### config.mk
export PLATFORM = sky130hd
export DESIGN_NAME = io_irq_controller
export DESIGN_NICKNAME = d
export VERILOG_FILES = /design/src/rtl/io_pkg.sv /design/src/rtl/rr_arbiter4.sv /design/src/rtl/io_irq_controller.sv
export SDC_FILE = /design/constraint.sdc
export NUM_CORES = 1
export LEC_CHECK = 0
export ABC_AREA = 1
export CORE_MARGIN = 2
export CORE_UTILIZATION = 31
export DETAILED_ROUTE_END_ITERATION = 10
export PLACE_DENSITY = 0.5
export SLEW_MARGIN = 20
export SYNTH_ARGS = -nofsm -noshare
export SYNTH_HDL_FRONTEND = slang
export SYNTH_HIERARCHICAL = 1
export SYNTH_SLANG_ARGS = --single-unit
### constraint.sdc
create_clock -name clk -period 1.65 [get_ports clk]
set_input_delay 0.33 -clock clk [delete_from_list [all_inputs] [get_ports clk]]
set_output_delay 0.33 -clock clk [all_outputs]
set_load 0.01 [all_outputs]
### src/rtl/io_pkg.sv
// -----------------------------------------------------------------------------
// io_pkg
// Shared types and constants for the I/O subsystem interrupt path.
//   NPORTS      : number of input ports feeding the interrupt controller
//   port_idx_t  : port index type (wraps naturally modulo NPORTS)
//   irq_state_t : request/handshake FSM states
// -----------------------------------------------------------------------------
package io_pkg;

    localparam int NPORTS = 4;
    localparam int PW     = $clog2(NPORTS);

    typedef logic [PW-1:0] port_idx_t;

    typedef enum logic [1:0] {
        IRQ_IDLE,
        IRQ_REQ,
        IRQ_SERVICE
    } irq_state_t;

    // Successor port in round-robin order; 2-bit add wraps 3 -> 0.
    function automatic port_idx_t next_port(input port_idx_t p);
        return p + port_idx_t'(1);
    endfunction

endpackage

### src/rtl/rr_arbiter4.sv
// -----------------------------------------------------------------------------
// rr_arbiter4
// Combinational round-robin picker over four request lines. The search
// starts at ptr and wraps 3 -> 0; the first set request wins.
//   req       in  [3:0]  request lines
//   ptr       in  [1:0]  highest-priority index this round
//   gnt_idx   out [1:0]  winning index (ptr when nothing requests)
//   gnt_valid out        at least one request was set
// -----------------------------------------------------------------------------
module rr_arbiter4
    import io_pkg::*;
(
    input  logic [NPORTS-1:0] req,
    input  port_idx_t         ptr,
    output port_idx_t         gnt_idx,
    output logic              gnt_valid
);

    // Walk offsets from farthest to nearest so the nearest set request
    // (smallest offset from ptr) is the last assignment and therefore wins.
    always_comb begin
        gnt_idx   = ptr;
        gnt_valid = 1'b0;
        for (int k = NPORTS - 1; k >= 0; k--) begin
            if (req[ptr + port_idx_t'(k)]) begin
                gnt_idx   = ptr + port_idx_t'(k);
                gnt_valid = 1'b1;
            end
        end
    end

endmodule

### src/rtl/io_irq_controller.sv
// -----------------------------------------------------------------------------
// io_irq_controller
// Change-detecting interrupt controller for the four I/O input ports. Each
// port keeps a previous-value register, a pending flag and a data snapshot.
// Pending, unmasked ports are arbitrated round-robin and presented to the
// core one at a time over an irq / ack / done handshake.
//   clk, reset        in        clock, synchronous active-high reset
//   in_p0..in_p3      in  [DW]  raw port values
//   mask_we           in        mask register write strobe
//   mask_wdata        in  [4]   new mask, bit i enables port i
//   irq_ack           in        core accepted current request (pulse)
//   irq_done          in        core finished handler (pulse)
//   irq               out       request to the core
//   irq_port          out [2]   port being requested / serviced
//   irq_data          out [DW]  snapshot taken for that request
//   pending           out [4]   per-port pending flags
//   busy              out       handler in service
// -----------------------------------------------------------------------------
module io_irq_controller
    import io_pkg::*;
#(
    parameter int DW = 8
) (
    input  logic              clk,
    input  logic              reset,
    input  logic [DW-1:0]     in_p0,
    input  logic [DW-1:0]     in_p1,
    input  logic [DW-1:0]     in_p2,
    input  logic [DW-1:0]     in_p3,
    input  logic              mask_we,
    input  logic [NPORTS-1:0] mask_wdata,
    input  logic              irq_ack,
    input  logic              irq_done,
    output logic              irq,
    output port_idx_t         irq_port,
    output logic [DW-1:0]     irq_data,
    output logic [NPORTS-1:0] pending,
    output logic              busy
);

    logic [NPORTS-1:0][DW-1:0] in_vec;
    logic [NPORTS-1:0][DW-1:0] prev;
    logic [NPORTS-1:0][DW-1:0] snap;
    logic [NPORTS-1:0]         pend;
    logic [NPORTS-1:0]         mask;
    logic [NPORTS-1:0]         chg;
    logic [NPORTS-1:0]         ack_clr;
    logic                      primed;
    port_idx_t                 rr_ptr;

    irq_state_t state, state_nx;
    logic       ld_req;     // IDLE found a winner: latch it this edge
    logic       take_ack;   // ack accepted in REQ
    logic       take_done;  // done accepted in SERVICE

    port_idx_t  gnt_idx;
    logic       gnt_valid;

    assign in_vec  = {in_p3, in_p2, in_p1, in_p0};
    assign pending = pend;

    // ------------------------------------------------------------------
    // Change detection. Nothing is detected until prev has been loaded
    // once after reset, so the reset value of prev never looks like an
    // edge. The registered (old) mask gates detection, so a mask write on
    // the same edge as a change does not affect that change.
    // ------------------------------------------------------------------
    always_comb begin
        chg     = '0;
        ack_clr = '0;
        for (int i = 0; i < NPORTS; i++) begin
            chg[i]     = primed && (in_vec[i] != prev[i]) && mask[i];
            ack_clr[i] = take_ack && (irq_port == port_idx_t'(i));
        end
    end

    // A change on the same edge as the ack re-arms the port: set wins
    // over clear and the snapshot takes the new value.
    always_ff @(posedge clk) begin
        if (reset) begin
            prev   <= '0;
            snap   <= '0;
            pend   <= '0;
            primed <= 1'b0;
        end else begin
            prev   <= in_vec;
            primed <= 1'b1;
            for (int i = 0; i < NPORTS; i++) begin
                if (chg[i]) begin
                    pend[i] <= 1'b1;
                    snap[i] <= in_vec[i];
                end else if (ack_clr[i]) begin
                    pend[i] <= 1'b0;
                end
            end
        end
    end

    // ------------------------------------------------------------------
    // Arbitration over eligible ports. Clearing a mask bit only hides the
    // port here; its pending flag survives until it is unmasked and served.
    // ------------------------------------------------------------------
    rr_arbiter4 u_arb (
        .req       (pend & mask),
        .ptr       (rr_ptr),
        .gnt_idx   (gnt_idx),
        .gnt_valid (gnt_valid)
    );

    // ------------------------------------------------------------------
    // Handshake FSM
    // ------------------------------------------------------------------
    always_ff @(posedge clk) begin
        if (reset) begin
            state <= IRQ_IDLE;
        end else begin
            state <= state_nx;
        end
    end

    always_comb begin
        state_nx  = state;
        ld_req    = 1'b0;
        take_ack  = 1'b0;
        take_done = 1'b0;
        irq       = 1'b0;
        busy      = 1'b0;
        case (state)
            IRQ_IDLE: begin
                if (gnt_valid) begin
                    ld_req   = 1'b1;
                    state_nx = IRQ_REQ;
                end
            end
            // Once raised, the request is committed: masking the port
            // now does not withdraw it.
            IRQ_REQ: begin
                irq = 1'b1;
                if (irq_ack) begin
                    take_ack = 1'b1;
                    state_nx = IRQ_SERVICE;
                end
            end
            IRQ_SERVICE: begin
                busy = 1'b1;
                if (irq_done) begin
                    take_done = 1'b1;
                    state_nx  = IRQ_IDLE;
                end
            end
            default: state_nx = IRQ_IDLE;
        endcase
    end

    // Request outputs are frozen from the IDLE latch until the next one;
    // the pointer moves past the serviced port only when the handler ends.
    always_ff @(posedge clk) begin
        if (reset) begin
            irq_port <= '0;
            irq_data <= '0;
            rr_ptr   <= '0;
            mask     <= '0;
        end else begin
            if (mask_we) begin
                mask <= mask_wdata;
            end
            if (ld_req) begin
                irq_port <= gnt_idx;
                irq_data <= snap[gnt_idx];
            end
            if (take_done) begin
                rr_ptr <= next_port(irq_port);
            end
        end
    end

endmodule

Word level (Yosys, flattened, before mapping)
Cells that the tools add are included.
- flip-flop bits (word level): 87
- bits in latches: 0
- bits of input ports: 41
- RAM bits: 0
- memory bits (read-only): 0
- output and inout port bits: 16
- memories kept: 0
- word-level logic and storage cells: 98
- add/subtract/negate cells: 4
- divide/modulo/power cells: 0
- reduce and logical (&&, ||, !) cells: 19
- equal/unequal tests: 12
- magnitude comparators: 5
- shift operators: 0
- bitwise gates (word level): 1
- mux-type cells: 39
- multipliers: 0
- operators by type and width (cell ; number):
    8-bit != test ; 4
    1-bit 2-to-1 mux ; 25
    8-bit binary-select mux with 2-bit select ; 1
    2-bit by 3-bit less-than comparator with 1-bit output (second input constant) ; 5
    2-bit 2-to-1 mux ; 7
    1-bit logical AND ; 12
    1-bit binary-select mux with 2-bit select ; 4
    8-bit 2-to-1 mux ; 1
    2-bit nonzero test ; 4
    2-bit equality test (second input constant) ; 3
    2-bit != test (second input constant) ; 3
    2-bit one-hot mux with 3 select lines ; 1
    2-bit by 1-bit adder with 2-bit output (second input constant) ; 2
    2-bit adder (second input constant) ; 2
    4-bit bitwise AND ; 1
    2-bit by 1-bit equality test with 1-bit output (second input constant) ; 2
    2-bit zero test ; 2
    3-bit AND reduction ; 1

Logic depth before layout (Yosys ltp)
- word-level depth: 9
- depth in mapped cells: 19

Cells and area by module
The synthesis kept the hierarchy.
- by module, submodules not included (module ; area each (sq um) ; sequential area each (sq um) ; instances ; cells an instance):
    io_irq_controller ; 3930.0 ; 1741.7 ; 1 ; 579
    rr_arbiter4 ; 234.0 ; 0.0 ; 1 ; 53

Least setup slack after synthesis
OpenSTA, ideal clock, no wires.
- path kind: reg2reg
- start: register pend[1], in the netlist pending[1]
- end: register irq_data[0]
- arrival time: 1730 ps
- clock period less this slack: 1846 ps
- data required time: 1535 ps
- path slack: -196 ps
- cell stages (with the launch flop): 20
- buffers on the path: 2
- path through: dfxtp_1 > nand2_1 > inv_1 > inv_1 > nand2_1 > nand3_1 > nand2_1 > inv_1 > nand2_1 > nand2_1 > nand2_1 > nand2_1 > nand2_1 > buf_4 > inv_2 > buf_2 > o21ai_0 > o21ai_1 > o21ai_0 > inv_1
- word-level cells in the longest chain between the ends: 9
- elaborated cells between the ends (all ways): 21
- those cells by class: mux (20); bitwise (1)
- ends and longest elaborated chain (item ; line ; text):
    from (decl) ; io_irq_controller.sv:44 ; logic [NPORTS-1:0] pend;
    from (signal assigned) ; io_irq_controller.sv:83 ; pend <= '0;
    from (signal, indexed assignment) ; io_irq_controller.sv:90 ; pend[i] <= 1'b1;
    from (signal, indexed assignment) ; io_irq_controller.sv:93 ; pend[i] <= 1'b0;
    4-bit bitwise AND * ; io_irq_controller.sv:104 ; .req (pend & mask),
    1-bit binary-select mux with 2-bit select ; rr_arbiter4.sv:25 ; if (req[ptr + port_idx_t'(k)]) begin
    1-bit 2-to-1 mux (implied by the code) ; rr_arbiter4.sv:25 ;
    2-bit 2-to-1 mux (3 in series) ; rr_arbiter4.sv:25 ;
    2-bit 2-to-1 mux * ; rr_arbiter4.sv:25 ;
    named net gnt_idx[0] ; io_irq_controller.sv:56 ; port_idx_t gnt_idx;
    8-bit binary-select mux with 2-bit select * ; io_irq_controller.sv:169 ; irq_data <= snap[gnt_idx];
    8-bit 2-to-1 mux (implied by the code) * ; io_irq_controller.sv:169 ;
    to (signal assigned) ; io_irq_controller.sv:169 ;
    to (decl) ; io_irq_controller.sv:36 ; output logic [DW-1:0] irq_data,
The timed path passes the listed nets; every way through them passes the cells marked *. The select of a mux whose other input is x is not followed.
A chain may end at the register's enable or synchronous reset.

Worst setup path after layout
- start: register rr_ptr[0]
- end: register irq_data[7]
- word-level cells in the longest chain between the ends: 9
- elaborated cells between the ends (all ways): 23
- those cells by class: add/sub (3); mux (20)
- ends and longest elaborated chain (item ; line ; text):
    from (decl) ; io_irq_controller.sv:49 ; port_idx_t rr_ptr;
    from (signal assigned) ; io_irq_controller.sv:172 ; rr_ptr <= next_port(irq_port);
    2-bit adder ; rr_arbiter4.sv:25, rr_arbiter4.sv:26 ;
    1-bit binary-select mux with 2-bit select ; rr_arbiter4.sv:25 ;
    1-bit 2-to-1 mux (implied by the code) ; rr_arbiter4.sv:25 ;
    2-bit 2-to-1 mux (3 in series) ; rr_arbiter4.sv:25 ;
    2-bit 2-to-1 mux * ; rr_arbiter4.sv:25 ;
    named net gnt_idx[0] ; io_irq_controller.sv:56 ;
    8-bit binary-select mux with 2-bit select * ; io_irq_controller.sv:169 ;
    8-bit 2-to-1 mux (implied by the code) * ; io_irq_controller.sv:169 ;
Marks and branches as above.

==> metrics.md <==
| Metric | Value |
|---|---|
| Worst R2R End | irq_data[7]$_SDFFE_PP0P_ |
| Post-DP HPWL | 7.71 mm |
| Leakage | ~0.0027 µW |
| Critical Path AT | around 2.2 ns |
| Reg2Reg Depth | 16 |
| Hold Path End | snap[7]$_SDFFE_PP0P_ |
| Async set-reset flop share out of synthesis | 0% |
| GP Congestion | about 0.83 |
| Final min period | 1.92 ns |
| WP data required | ~1.9 ns |
| CTS root buffer | clkbuf_16 |
| Total Nets Final | between 700 and 800 |
| Final Hold Viols | 0 |
| Commonest cells in the netlist | nand2_1, nor2_1, dfxtp_1, inv_1, a21oi_1 |
| Clock transition at path regs | around 0.060 ns |
| PD cells | 896 mW/mm² |
| Maxcap violations | 0 |
| Clk Latency, worst-skew pair | roughly 0.34 ns |
| Worst flop-to-flop path startpoint | rr_ptr[0]$_SDFFE_PP0P_ |
| Final Max Tran Viols | 0 |
| Placed cells | between 800 and 900 |
| Drt via density | approximately 4.4 |
| TritonCTS Sinks | 87 |
| Final Worst Setup Slack | -0.265 ns |
| Cell Chain, Critical Path | buf_6, nand2_2, nand3_2, nand2_2, inv_1, nand2_1, nand2_2, nand2_2, nand2_2, nand2_4, buf_12, buf_6, o21ai_2, o22ai_1, o21ai_1, inv_1 |
| Mapped cell area | 0.00416 mm² |
| Initial Util | 31.6% |
| Initial antenna violation count | 0 |
| Post-synthesis cell type count | 24 |
| Violated checks | setup timing |
| Post-route cell area | around 0.0057 mm² |
| IO Port Bufs | 56 |
| First-pass GRT wire length | 17.6 mm |
| Crit path largest cell delay | about 0.40 ns |
| Post-synthesis instance total | about 630 |
| Vias in the first global route | around 3800 |
| Final WL | about 10 mm |
| Fmax | about 520 MHz |
| Yosys warns | 6 |
| Crit-path leading delay family | simple AND/OR/NAND/NOR gates |
| Yosys top cell by area | dfxtp_1 |
| Outcome | complete, but fails checks |
| FF+latch count, synth | 87 |
| Peak VDD IR | approximately 0.00042 V |
| Top FF cell, synth | dfxtp_1 |
| Post-synthesis sequential area ratio | a little over two fifths |
| HP Class | reg2reg |
| Slowest CP cell | dfxtp_4 |
| Number of flops mapped to enable cells by yosys | 0 |
| CP dominant cell by count | nand2_2 |
| Core Footprint | between 0.01 and 0.015 mm² |
| Setup violators final | 10 |
| Top-area cell type share of the netlist area | 41.8% |
| Post-Syn Area per Cell | approximately 6.6 µm² |
| Layout cells sized above 1 | 20.9% |
| Antenna Cells | 0 |
| Std-Cell Rows | 42 |
| CP endpoint kind | flop |
| DRC Markers | 0 |
| Tot Pwr | between 5000 and 6000 µW |
| Die height | ~120 µm |
| Pin count of the biggest net entering global routing | 40 |
| TritonCTS clock tree | done |
| RSZ-0062 raised after global routing | true |
| CP Max Fanout | 7 |
| Final Non-Filler Cells | 912 |
| Die W | 120 µm |
| Iter 0 DRT Violations | 149 |
| Count leader, synth | nand2_1 |
| Wire per inst | around 11 µm |
| Fin crit share | 116% |
| Worst-margin pin slew | ~0.42 ns |
| DRT antenna net count | 0 |
| Max_slew headroom | 71.8% |
| Post-Syn Nets | 677 |
| Routed vias | 3979 |
| Top Ports | 57 |
| H-tree Lvls | 3 |
| Die area | around 0.014 mm² |
| Worst Skew | 0.00568 ns |
| Hold_sp | snap[7]$_SDFFE_PP0P_ |
| Bufs and invs on worst path | 5 |
| Area Overhead vs Synth | 37.6% |
| Total CTS buffers | 9 |
| Setup slack, reg-to-reg | -0.27 ns |
| First-pass DRT Iterations | 4 |
| CTS Hold Bufs | 0 |
| Type of origin of the critical path | flop |
| Placed Area | between 0.005 and 0.006 mm² |
| Max clock buf depth | 2 |
| Grt ovf | 0 |
| Gr usage total | between 15 and 20% |
| Hold Crit Depth | 2 |
| CP Class | reg2reg |
| Top cells by area, synth | dfxtp_1, nand2_1, nor2_1 |
-- layout by cell type, fill, tap and decap left out, types with 6 or more instances in the layout --
master,instances
nand2_2,18
buf_4,48
inv_2,27
nand3_1,36
clkbuf_16,9
dfxtp_2,7
inv_1,55
o21ai_1,24
nand2_1,144
dfxtp_1,78
clkdlybuf4s50_1,49
nand3_2,8
o21ai_2,9
nor2_2,6
xnor2_1,12
a21oi_1,42
nor2_1,117
-- worst max path at each step --
stage | from | endpoint | slack, ns | cells past startpoint
floorplan | pending[1]$_SDFFE_PP0P_ | irq_data[1]$_SDFFE_PP0P_ | -0.07 | 17
global placement | rr_ptr[0]$_SDFFE_PP0P_ | irq_data[6]$_SDFFE_PP0P_ | -0.23 | 15
detailed placement | rr_ptr[0]$_SDFFE_PP0P_ | irq_data[2]$_SDFFE_PP0P_ | -0.24 | 16
CTS | rr_ptr[0]$_SDFFE_PP0P_ | irq_data[7]$_SDFFE_PP0P_ | -0.21 | 15
global route | mask[1]$_SDFFE_PP0P_ | irq_data[7]$_SDFFE_PP0P_ | -0.39 | 17
finish | rr_ptr[0]$_SDFFE_PP0P_ | irq_data[7]$_SDFFE_PP0P_ | -0.27 | 16
-- repair_timing --
action,4_1_cts,5_1_grt
gates resized for setup,36,29
setup buffers,5,3
cloned,2,0
endpoints found under the setup margin,13,15
pin swaps,17,12
-- worst reg2reg max path: stages (launching register included) --
cell and delay [ns]:
dfxtp_4 0.40, buf_6 0.14, nand2_2 0.07, nand3_2 0.07, nand2_2 0.07, inv_1 0.06
nand2_1 0.05, nand2_2 0.08, nand2_2 0.06, nand2_2 0.07, nand2_4 0.08, buf_12 0.15
buf_6 0.12, o21ai_2 0.10, o22ai_1 0.11, o21ai_1 0.14, inv_1 0.04
-- metrics by stage --
stage / hold slack, ns / utilization (%) / setup TNS, ns / setup WS (ns)
2_1_floorplan: 0.445 / - / -0.502 / -0.0714
3_3_place_gp: 0.480 / 39.4 / -4.42 / -0.226
3_5_place_dp: 0.477 / 39.4 / -5.03 / -0.241
4_1_cts: 0.492 / 42.8 / -1.53 / -0.213
5_1_grt: 0.510 / 43.4 / -3.17 / -0.386
6_report: 0.488 / 43.4 / -1.71 / -0.265
-- power breakdown --
part	internal, µW	switching, µW	leakage, µW
sequential	2230	86.0	0.000721
combinational	436	423	0.00188
clock	1170	788	0.000141
-- sequential cells by signal, summed over array words and instances, names as in the netlist --
signal,count
prev,32
snap,32
irq_data,8
mask,4
pending,4
irq_port,2
rr_ptr,2
state,2
primed,1
-- routing by layer --
metal / up-vias / global-route usage (%) / wire (µm)
li1: 2144 / - / -
met4: 0 / 6.47 / 166
met3: 11 / 3.14 / 297
met1: 1774 / 19.7 / 5070
met5: - / 0 / 0
met2: 50 / 25.8 / 4930
-- cell families after synthesis --
group	share of synthesized area (%)
AO/OA/AOI/OAI	10.3
XOR/XNOR	2.52
adder cells (fa/ha/maj)	1.20
buffers and inverters	12.0
flip-flops	41.8
AND/OR/NAND/NOR	32.2
-- area by class of cell --
class | instances | area (µm²)
Fill cell | 1374 | 7460
Multi-Input combinational cell | 432 | 2040
Sequential cell | 87 | 1760
Timing Repair Buffer | 114 | 1080
Inverter | 89 | 349
Clock buffer | 14 | 284
Tap cell | 176 | 220
Power figures use the tool's default switching activity.
